===== config.mk =====
export PLATFORM = sky130hd
export DESIGN_NAME = dma_xfer_ctrl_flat
export DESIGN_NICKNAME = d
export VERILOG_FILES = /design/src/rtl/dma_xfer_ctrl_if.sv /design/src/rtl/dma_xfer_ctrl.sv /design/src/flat_wrapper.sv
export SDC_FILE = /design/constraint.sdc
export NUM_CORES = 1
export LEC_CHECK = 0
export BUFFER_PORTS_ARGS = -buffer_cell sky130_fd_sc_hd__buf_4
export CAP_MARGIN = 20
export CORE_MARGIN = 2
export CORE_UTILIZATION = 25
export CTS_CLUSTER_DIAMETER = 100
export DETAILED_ROUTE_END_ITERATION = 12
export PLACE_DENSITY = 0.43
export SYNTH_ARGS = -nofsm -noshare
export SYNTH_HDL_FRONTEND = slang
export SYNTH_SLANG_ARGS = --single-unit

===== constraint.sdc =====
create_clock -name clk0 -period 4.1 [get_ports clk0]
set_clock_uncertainty 0.2 [all_clocks]
set_input_delay 0.82 -clock clk0 [delete_from_list [all_inputs] [get_ports clk0]]
set_output_delay 0.82 -clock clk0 [all_outputs]
set_load 0.005 [all_outputs]

===== src/rtl/dma_xfer_ctrl_if.sv =====
// Bus and FIFO strobe bundle between the DMA transfer sequencer and its
// shared single-beat memory port / data FIFO.
interface dma_xfer_ctrl_if #(
    parameter int padd_size = 24
);
    logic                 mem_req;
    logic                 mem_we;
    logic [padd_size-1:0] mem_addr;
    logic                 mem_ack;
    logic                 fifo_wr;
    logic                 fifo_rd;

    // Sequencer side: issues beats and FIFO strobes, receives acknowledge.
    modport master (
        output mem_req,
        output mem_we,
        output mem_addr,
        input  mem_ack,
        output fifo_wr,
        output fifo_rd
    );

    // Memory/FIFO side: observes beats and strobes, returns acknowledge.
    modport slave (
        input  mem_req,
        input  mem_we,
        input  mem_addr,
        output mem_ack,
        input  fifo_wr,
        input  fifo_rd
    );
endinterface


===== src/rtl/dma_xfer_ctrl.sv =====
// dma_xfer_ctrl: DMA transfer sequencer. Alternates a read phase that fills
// the FIFO from memory with a write phase that drains it back to memory,
// one single-beat bus transaction at a time, until the length is used up.
module dma_xfer_ctrl #(
    parameter int padd_size = 24,
    parameter int data_size = 32,
    parameter int FIFO_AW   = 4
) (
    input  logic                 clk0,
    input  logic                 reset_n,
    input  logic                 go,
    input  logic [2:0]           size,
    input  logic [padd_size-1:0] rd_addr_in,
    input  logic [padd_size-1:0] wr_addr_in,
    input  logic [data_size-1:0] len_in,
    dma_xfer_ctrl_if.master      bus,
    output logic                 busy,
    output logic                 done,
    output logic                 reop,
    output logic                 weop,
    output logic                 err,
    output logic [data_size-1:0] remaining
);

    // Occupancy reaching this value means the FIFO is full.
    localparam logic [FIFO_AW:0] DEPTH = {1'b1, {FIFO_AW{1'b0}}};

    typedef enum logic [2:0] {
        IDLE,
        RD_REQ,
        RD_PUSH,
        WR_POP,
        WR_REQ,
        DONE
    } state_t;

    state_t               state;
    logic [padd_size-1:0] rd_addr;
    logic [padd_size-1:0] wr_addr;
    logic [data_size-1:0] rd_rem;
    logic [data_size-1:0] wr_rem;
    logic [FIFO_AW:0]     occ;
    logic [2:0]           step;

    logic [padd_size-1:0] rd_addr_nxt;
    logic [padd_size-1:0] wr_addr_nxt;
    logic [data_size-1:0] rd_rem_nxt;
    logic [data_size-1:0] wr_rem_nxt;
    logic [FIFO_AW:0]     occ_inc;

    // Exactly one of byte / half-word / word must be selected.
    function automatic logic size_ok(input logic [2:0] s);
        return (s == 3'b001) || (s == 3'b010) || (s == 3'b100);
    endfunction

    // Bytes per beat for a (valid) one-hot size code.
    function automatic logic [2:0] step_of(input logic [2:0] s);
        case (s)
            3'b001:  return 3'd1;
            3'b010:  return 3'd2;
            default: return 3'd4;
        endcase
    endfunction

    // Decrement by one beat, saturating at zero for a short final beat.
    function automatic logic [data_size-1:0] sat_dec(input logic [data_size-1:0] rem,
                                                     input logic [2:0]           st);
        if (rem < data_size'(st)) return '0;
        else                      return rem - data_size'(st);
    endfunction

    // Post-beat values; address arithmetic wraps naturally at padd_size bits.
    assign rd_addr_nxt = rd_addr + padd_size'(step);
    assign wr_addr_nxt = wr_addr + padd_size'(step);
    assign rd_rem_nxt  = sat_dec(rd_rem, step);
    assign wr_rem_nxt  = sat_dec(wr_rem, step);
    assign occ_inc     = occ + 1'b1;
    assign remaining   = wr_rem;

    // Sequencer FSM: all bus, strobe and status outputs are registered here.
    always_ff @(posedge clk0 or negedge reset_n) begin
        if (!reset_n) begin
            state        <= IDLE;
            rd_addr      <= '0;
            wr_addr      <= '0;
            rd_rem       <= '0;
            wr_rem       <= '0;
            occ          <= '0;
            step         <= '0;
            busy         <= 1'b0;
            done         <= 1'b0;
            reop         <= 1'b0;
            weop         <= 1'b0;
            err          <= 1'b0;
            bus.mem_req  <= 1'b0;
            bus.mem_we   <= 1'b0;
            bus.mem_addr <= '0;
            bus.fifo_wr  <= 1'b0;
            bus.fifo_rd  <= 1'b0;
        end else begin
            bus.fifo_wr <= 1'b0;
            bus.fifo_rd <= 1'b0;
            case (state)
                IDLE: begin
                    if (go) begin
                        if (!size_ok(size)) begin
                            err <= 1'b1;
                        end else if (len_in == '0) begin
                            // Nothing to move: report completion without touching the bus.
                            done <= 1'b1;
                            err  <= 1'b0;
                        end else begin
                            rd_addr      <= rd_addr_in;
                            wr_addr      <= wr_addr_in;
                            rd_rem       <= len_in;
                            wr_rem       <= len_in;
                            occ          <= '0;
                            step         <= step_of(size);
                            done         <= 1'b0;
                            reop         <= 1'b0;
                            weop         <= 1'b0;
                            err          <= 1'b0;
                            busy         <= 1'b1;
                            bus.mem_req  <= 1'b1;
                            bus.mem_we   <= 1'b0;
                            bus.mem_addr <= rd_addr_in;
                            state        <= RD_REQ;
                        end
                    end
                end

                RD_REQ: begin
                    // Request stays up until acknowledged, even when aborting.
                    if (bus.mem_ack) begin
                        bus.mem_req <= 1'b0;
                        if (!go) begin
                            busy  <= 1'b0;
                            state <= IDLE;
                        end else begin
                            bus.fifo_wr <= 1'b1;
                            state       <= RD_PUSH;
                        end
                    end
                end

                RD_PUSH: begin
                    occ     <= occ_inc;
                    rd_addr <= rd_addr_nxt;
                    rd_rem  <= rd_rem_nxt;
                    if (rd_rem_nxt == '0) reop <= 1'b1;
                    if (!go) begin
                        busy  <= 1'b0;
                        state <= IDLE;
                    end else if ((occ_inc < DEPTH) && (rd_rem_nxt != '0)) begin
                        bus.mem_req  <= 1'b1;
                        bus.mem_we   <= 1'b0;
                        bus.mem_addr <= rd_addr_nxt;
                        state        <= RD_REQ;
                    end else begin
                        // FIFO full or read side exhausted: switch to draining.
                        bus.fifo_rd <= 1'b1;
                        state       <= WR_POP;
                    end
                end

                WR_POP: begin
                    occ <= occ - 1'b1;
                    if (!go) begin
                        busy  <= 1'b0;
                        state <= IDLE;
                    end else begin
                        bus.mem_req  <= 1'b1;
                        bus.mem_we   <= 1'b1;
                        bus.mem_addr <= wr_addr;
                        state        <= WR_REQ;
                    end
                end

                WR_REQ: begin
                    if (bus.mem_ack) begin
                        bus.mem_req <= 1'b0;
                        bus.mem_we  <= 1'b0;
                        wr_addr     <= wr_addr_nxt;
                        wr_rem      <= wr_rem_nxt;
                        if (wr_rem_nxt == '0) begin
                            // Last beat finished: completion wins over a late abort.
                            weop  <= 1'b1;
                            busy  <= 1'b0;
                            done  <= 1'b1;
                            state <= DONE;
                        end else if (!go) begin
                            busy  <= 1'b0;
                            state <= IDLE;
                        end else if (occ != '0) begin
                            bus.fifo_rd <= 1'b1;
                            state       <= WR_POP;
                        end else begin
                            // FIFO drained with data still to read: refill.
                            bus.mem_req  <= 1'b1;
                            bus.mem_we   <= 1'b0;
                            bus.mem_addr <= rd_addr;
                            state        <= RD_REQ;
                        end
                    end
                end

                DONE: begin
                    if (!go) state <= IDLE;
                end

                default: state <= IDLE;
            endcase
        end
    end

endmodule


===== src/flat_wrapper.sv =====
// flat-port wrapper written by rule: the top's interface ports become plain ports
module dma_xfer_ctrl_flat 
#(
    parameter int padd_size = 24,
    parameter int data_size = 32,
    parameter int FIFO_AW   = 4
)
  (clk0, reset_n, go, size, rd_addr_in, wr_addr_in, len_in, busy, done, reop, weop, err, remaining, bus_mem_req, bus_mem_we, bus_mem_addr, bus_mem_ack, bus_fifo_wr, bus_fifo_rd);
  dma_xfer_ctrl_if #(.padd_size(padd_size)) bus_i ();
  input  logic clk0;
  input  logic reset_n;
  input  logic go;
  input  logic [2:0] size;
  input  logic [padd_size-1:0] rd_addr_in;
  input  logic [padd_size-1:0] wr_addr_in;
  input  logic [data_size-1:0] len_in;
  output logic busy;
  output logic done;
  output logic reop;
  output logic weop;
  output logic err;
  output logic [data_size-1:0] remaining;
  output wire logic [$bits(bus_i.mem_req)-1:0] bus_mem_req;
  output wire logic [$bits(bus_i.mem_we)-1:0] bus_mem_we;
  output wire logic [$bits(bus_i.mem_addr)-1:0] bus_mem_addr;
  input wire logic [$bits(bus_i.mem_ack)-1:0] bus_mem_ack;
  output wire logic [$bits(bus_i.fifo_wr)-1:0] bus_fifo_wr;
  output wire logic [$bits(bus_i.fifo_rd)-1:0] bus_fifo_rd;
  assign bus_mem_req = bus_i.mem_req;
  assign bus_mem_we = bus_i.mem_we;
  assign bus_mem_addr = bus_i.mem_addr;
  assign bus_i.mem_ack = bus_mem_ack;
  assign bus_fifo_wr = bus_i.fifo_wr;
  assign bus_fifo_rd = bus_i.fifo_rd;
  dma_xfer_ctrl #(.padd_size(padd_size), .data_size(data_size), .FIFO_AW(FIFO_AW)) u_core (.clk0(clk0), .reset_n(reset_n), .go(go), .size(size), .rd_addr_in(rd_addr_in), .wr_addr_in(wr_addr_in), .len_in(len_in), .bus(bus_i), .busy(busy), .done(done), .reop(reop), .weop(weop), .err(err), .remaining(remaining));
endmodule

==> Yosys cells after proc, flatten, opt, wreduce, memory -nomap -nowiden <==
Cells that the tools add are included.
{ "classes": {"add_sub_neg": 6, "n_lt_le_gt_ge": 3, "n_eq_ne": 22, "n_mux": 87, "bitwise": 1, "n_reduce_logical": 29} }
{ "op_table": {"columns": ["operator", "count"], "rows": [
  ["24-bit 2-to-1 mux", 14],
  ["32-bit 2-to-1 mux", 6],
  ["32-bit case mux with 2 select lines", 2],
  ["32-bit zero test", 3],
  ["24-bit case mux with 2 select lines", 2],
  ["24-bit case mux with 4 select lines", 1],
  ["32-bit by 3-bit < comparator with 1-bit output", 2],
  ["32-bit by 3-bit subtractor with 32-bit output", 2],
  ["24-bit by 3-bit adder with 24-bit output", 2],
  ["1-bit 2-to-1 mux", 36],
  ["32-bit nonzero test", 1],
  ["3-bit 2-to-1 mux", 10],
  ["2-bit != test, second input constant", 10],
  ["3-bit case mux with 6 select lines", 1],
  ["6-bit AND reduction", 3],
  ["5-bit 2-to-1 mux", 3],
  ["5-bit case mux with 3 select lines", 1],
  ["5-bit AND reduction", 3],
  ["4-bit AND reduction", 3],
  ["11-bit AND reduction", 1],
  ["5-bit nonzero test", 2],
  ["3-bit by 2-bit equality test with 1-bit output, second input constant", 3],
  ["3-bit equality test, second input constant", 3],
  ["9-bit AND reduction", 1],
  ["20 further kinds", 33]
]} }
{ "word_totals": {"regBits": 156, "output_inout_bits": 65, "wordCells": 165} }

==> Depth between registers and ports, before layout <==
{ "depth": {"word_depth": 7, "depth_mapped": 15, "mapped_depth_nobuf": 12} }

==> Worst setup path after synthesis <==
OpenSTA, ideal clock, no wires.
{ "synth_path": {"path_type": "register -> register", "start": "register u_core.step[2]", "end": "register u_core.bus.mem_addr[0]", "setup_ns": 0.125, "arrival_ns": 3.586, "setup_slack_ns": 0.189, "stages_incl_launch_ff": 14, "period_less_slack_ns": 3.911, "path_cell_list": "dfrtp_1 > inv_1 > ha_1 > or4_1 > buf_2 > nor3_1 > xnor2_1 > nand4_1 > or4_1 > or4_4 > a21oi_4 > a21oi_2 > buf_6 > mux2_4"} }
{ "synth_between": {"elab_chain_len": 6, "word_cells_on_any_way": 12, "classes_between": "2 x add/sub; 2 x order compare; 2 x eq/ne; 2 x mux; 4 x reduce/logical"} }
{ "synth_rtl": {"columns": ["item", "line_no", "text"], "rows": [
  ["from (decl)", "dma_xfer_ctrl.sv:43", "logic [2:0] step;"],
  ["from (signal assigned)", "dma_xfer_ctrl.sv:118", "step <= step_of(size);"],
  ["32-bit by 3-bit subtractor with 32-bit output / 32-bit by 3-bit < comparator with 1-bit output (equally long branches)", "dma_xfer_ctrl.sv:69, dma_xfer_ctrl.sv:68", null],
  ["32-bit 2-to-1 mux", "dma_xfer_ctrl.sv:68", "if (rem < data_size'(st)) return '0;"],
  ["32-bit nonzero test", "dma_xfer_ctrl.sv:154", "end else if ((occ_inc < DEPTH) && (rd_rem_nxt != '0)) begin"],
  ["1-bit logical AND", "dma_xfer_ctrl.sv:154", null],
  ["2-bit by 1-bit != test with 1-bit output (no source line)", null, null],
  ["11-bit AND reduction (no source line) (*)", null, null],
  ["to (signal assigned)", "dma_xfer_ctrl.sv:157", "bus.mem_addr <= rd_addr_nxt;"],
  ["to (signal assigned)", "dma_xfer_ctrl.sv:174", "bus.mem_addr <= wr_addr;"],
  ["to (signal assigned)", "dma_xfer_ctrl.sv:201", "bus.mem_addr <= rd_addr;"],
  ["to (decl)", "dma_xfer_ctrl_if.sv:17", "output mem_addr,"]
]} }
Mark *: on every way between the ends. The rest lies on a longest branch, timed or not.
A chain may end at the register's enable or synchronous reset.

==> Worst setup path after layout <==
{ "layout_path": {"start": "register u_core.step[0]", "end": "register u_core.bus.mem_addr[16]"} }
{ "layout_between": {"elab_chain_len": 6, "word_cells_on_any_way": 16, "classes_between": "3 x add/sub; 2 x order compare; 2 x eq/ne; 5 x mux; 4 x reduce/logical"} }
{ "layout_rtl": {"columns": ["item", "line_no"], "rows": [
  ["32-bit by 3-bit subtractor with 32-bit output / 32-bit by 3-bit < comparator with 1-bit output (equally long branches)", "dma_xfer_ctrl.sv:69, dma_xfer_ctrl.sv:68"],
  ["32-bit 2-to-1 mux", "dma_xfer_ctrl.sv:68"],
  ["32-bit nonzero test", "dma_xfer_ctrl.sv:154"],
  ["1-bit logical AND", "dma_xfer_ctrl.sv:154"],
  ["2-bit by 1-bit != test with 1-bit output (no source line)", null],
  ["11-bit AND reduction (no source line)", null]
]} }
Parallel ways exist; a longest one is shown, timed or not. The select of a mux whose other input is x is not followed.

==> summary.md <==
| Metric | Value |
|---|---|
| Status | `finished, final reports clean` |
| Routed wire length | `46900 um` |
| Site row count | `76` |
| Met3 usage | `0.0415` |
| Fraction of registers with async set/reset | `1.00` |
| Vias per Instance | `5.38` |
| Longest Clk Path Bufs | `2` |
| Fraction of layout cells with a size suffix above 1 | `0.220` |
| Synthesis-to-finish area growth | `28.2%` |
| Post-Synth Adder-Cell Area | `0.0256` |
| First-pass GRT wire length | `70200 um` |
| # hold bufs at CTS | `0` |
| M1 GR Usage | `0.294` |
| EDFF count, synth | `0` |
| Unrepaired setup endpoints after global routing | `no` |
| Placed Instances | `approximately 2100` |
| Critical Setup Path Class | `reg2reg` |
| Worst-path fanout max | `6` |
| Main synth FF type | `dfrtp_1` |
| Post-synthesis compound-gate area fraction | `0.263` |
| Post-Synth XOR/XNOR Area | `0.0312` |
| NetSw | `between 3 and 4 mW` |
| Hold WS | `0.151 ns` |
| Worst Path Required | `4.25 ns` |
| Seq/Total Area, Yosys | `0.356` |
| WP data arrival | `4.11 ns` |
| Yosys warns | `0` |
| Pin count of the biggest net entering global routing | `85` |
| Internal power | `5.11 mW` |
| Final instance area | `14000 sq um` |
| Yosys reg bits | `around 160` |
| Reported leakage power | `5.84 nW` |
| Slew Limit Headroom | `0.269` |
| Overall Global Routing Usage | `0.206` |
| I/O pins | `around 150` |
| Vias | `11621` |
| Vias in the first global route | `11034` |
| Initial antenna violation count | `1` |
| Iter 0 DRT Violations | `approximately 1200` |
| Hold Fails Final Rpt | `0` |
| Tmin final | `3.96 ns` |
| Mapped Area | `11000 sq um` |
| Port buffer count | `151` |
| Routability congestion estimate from global placement | `0.855` |
| FMAX | `252 MHz` |
| Maxcap violations | `0` |
| TritonCTS clock tree | `built` |
| Slew @ Worst Pin | `1.09 ns` |
| 1st-pass router iterations | `5` |
| Slew Limit Fails | `0` |
| Residual DRC | `0` |
| Seq pwr share | `0.348` |
| H-tree depth | `4` |
| Non-filler cells, final | `~2200` |
| GRT busiest layer | `met2` |
| Hold WC Path Type | `in2async` |
| Critical path capture point type | `flop` |
| Endpoints failing setup | `0` |
| Worst-skew pair later-pin latency | `0.47 ns` |
| Die X | `about 210 um` |
| CTS root buf | `clkbuf_16` |
| Clock network power share | `0.192` |
| Sinks on Clock Net | `about 160` |
| Inserted Clock Buffers | `17` |
| Setup_tns | `0 ns` |
| Mapped Cells | `1381` |
| Hpwl dp | `34000 um` |
| N_diodes | `0` |
| Total grt overflow | `0` |
| Startpoint types | `flop` |
| Routed len/inst | `21.7 um` |
| Syn_area_per_cell | `7.93 sq um` |
| GRT met2 Usage | `0.306` |
| Netlist cell types | `74` |
| Mux cell area share after synthesis | `0.0366` |
| Nets | `between 1500 and 2000` |
| Clk slew on worst S/H paths | `0.07 ns` |
| Die ar. | `45500 sq um` |
| Logic gate share of total power | `0.460` |
| Post-route ant nets | `0` |
| Starting Density | `0.254` |
| VDD IR-drop max | `0.000316 V` |
| Die Ht | `213 um` |
| Ratio of final minimum period to clock period | `0.966` |
| Core ar. | `43200 sq um` |
| Syn nets | `1488` |
| Largest family of logic cells by synthesized area | `compound AO/OA/AOI/OAI gates` |
| Final core occ | `0.325` |
| Pwr/cell area | `between 600 and 700 nW/um^2` |
| Net Sw Frac | `0.434` |
| Simple-Gate Fraction of Synth Area | `0.237` |
| Area after DPL | `13200 sq um` |
## path summary, 6_finish.rpt
path | from | end | slack (ns) | cells after the start
setup / recovery | u_core.step[0] | u_core.bus.mem_addr[16] | 0.14 | 13
hold / removal | reset_n | u_core.bus.mem_addr[21] | 0.15 | 1
setup reg to reg | u_core.step[0] | u_core.bus.mem_addr[16] | 0.14 | 13
hold reg to reg | u_core.rd_rem[2] | u_core.rd_rem[2] | 0.30 | 2
max in group asynchronous | reset_n | u_core.remaining[19] | 2.50 | 2
min in group clk0 | u_core.rd_rem[2] | u_core.rd_rem[2] | 0.30 | 2
## sequential cells by signal, indices dropped and copies added, names as in the netlist, 3 cells and up
| signal | cells |
|---|---|
| u_core.bus.mem_addr | 24 |
| u_core.rd_rem | 32 |
| u_core.remaining | 32 |
| u_core.rd_addr | 24 |
| u_core.step | 3 |
| u_core.occ | 5 |
| u_core.wr_addr | 24 |
| u_core.state | 3 |
## power groups by stage
stage | sequential (mW) | clock (mW) | combinational (mW)
CTS | 3.10 | 1.79 | 4.07
finish | 3.14 | 1.73 | 4.15
global placement | 3.13 | 0 | 3.99
global route | 3.24 | 1.84 | 4.60
floorplan | 2.79 | 0 | 2.43
detailed placement | 3.12 | 0 | 4.02
## stage by stage
step           power (mW)  setup slack [ns]
3_3_place_gp         7.12           -0.0723
6_report             9.03             0.139
5_1_grt              9.68          0.000115
2_1_floorplan        5.21             0.189
3_5_place_dp         7.14            -0.145
4_1_cts              8.96            0.0109
## cell usage after synthesis, types with 9 or more instances
| master | number | area, sq um |
|---|---|---|
| a21oi_1 | 144 | 721 |
| a221oi_1 | 18 | 158 |
| a22oi_1 | 20 | 150 |
| a31oi_1 | 9 | 56.3 |
| a32oi_1 | 14 | 123 |
| and3_1 | 31 | 194 |
| clkbuf_1 | 89 | 334 |
| dfrtp_1 | 156 | 3900 |
| ha_1 | 16 | 200 |
| inv_1 | 43 | 161 |
| mux2_4 | 14 | 210 |
| mux2i_1 | 10 | 100 |
| nand2_1 | 155 | 582 |
| nand3_1 | 27 | 135 |
| nand4_1 | 24 | 150 |
| nor2_1 | 101 | 379 |
| nor2b_1 | 13 | 81.3 |
| nor3_1 | 54 | 270 |
| nor4_1 | 37 | 231 |
| o21ai_0 | 159 | 796 |
| o22ai_1 | 39 | 244 |
| o31ai_1 | 10 | 75.1 |
| or3_1 | 13 | 81.3 |
| or4_1 | 9 | 67.6 |
| xnor2_1 | 26 | 228 |
| xor2_1 | 13 | 114 |
## kinds of logic (layout without fill, tap and decap cells)
family,Yosys count,count (layout)
adders and majority gates,20,20
and+or+nand+nor,515,515
xor gates and xnor gates,39,39
DFF,156,156
buffers and inverters,140,330
AOI/OAI and AO/OA,479,482
muxes,32,32
## routing by layer
layer,vias to the layer above,part of all wire,wire length (um)
met5,-,0.00051,24
met4,4,0.026,1220
met3,65,0.063,2940
met2,392,0.44,20400
met1,5654,0.48,22300
li1,5506,-,-
## timing repair
| action | 4_1_cts | 5_1_grt |
|---|---|---|
| gates resized for setup | 6 | 12 |
| endpoints found under the hold margin | 0 | 0 |
| pin swaps | 1 | 5 |
| setup endpoints to repair | 24 | 29 |
| gates cloned | 1 | 2 |
| setup buffers | 0 | 5 |
## final cells by class
cell class	count	area, sq um
multi-input combinational	1088	6660
clock buffer	20	447
tap	585	732
sequential	156	3900
fill	4618	29100
inverter	44	165
timing repair buffer	254	1980
clock inverter	12	161
## placed cells by master (no fill, tap or decap), types with 9 or more instances in the layout
| cell type | netlist | final |
|---|---|---|
| nor4_1 | 37 | 36 |
| nor2b_1 | 13 | 12 |
| nand4_1 | 24 | 24 |
| dfrtp_1 | 156 | 156 |
| mux2i_1 | 10 | 10 |
| o22ai_1 | 39 | 39 |
| or3_1 | 13 | 13 |
| a221oi_1 | 18 | 18 |
| inv_1 | 43 | 43 |
| nand2_1 | 155 | 152 |
| a32oi_1 | 14 | 14 |
| and3_1 | 31 | 31 |
| xnor2_1 | 26 | 25 |
| o31ai_1 | 10 | 10 |
| a21oi_1 | 144 | 142 |
| buf_4 | 0 | 247 |
| mux2_4 | 14 | 14 |
| a22oi_1 | 20 | 20 |
| nor3_1 | 54 | 51 |
| nand3_1 | 27 | 27 |
| o21ai_0 | 159 | 157 |
| nor2_1 | 101 | 100 |
| a31oi_1 | 9 | 9 |
| ha_1 | 16 | 16 |
| xor2_1 | 13 | 13 |
| clkbuf_16 | 0 | 17 |
## critical path: stages, from the launching register on
cell and delay (ns):
dfrtp_1 0.39, buf_4 0.17, ha_1 0.22, fa_1 0.43, xnor2_1 0.20, nor4_2 0.21
nand4_1 0.14, or4_1 0.48, nor4_1 0.21, nand4b_1 0.30, a21oi_4 0.26, buf_12 0.16
a21oi_4 0.09, mux2_4 0.35
(Power assumes the default switching activity.)
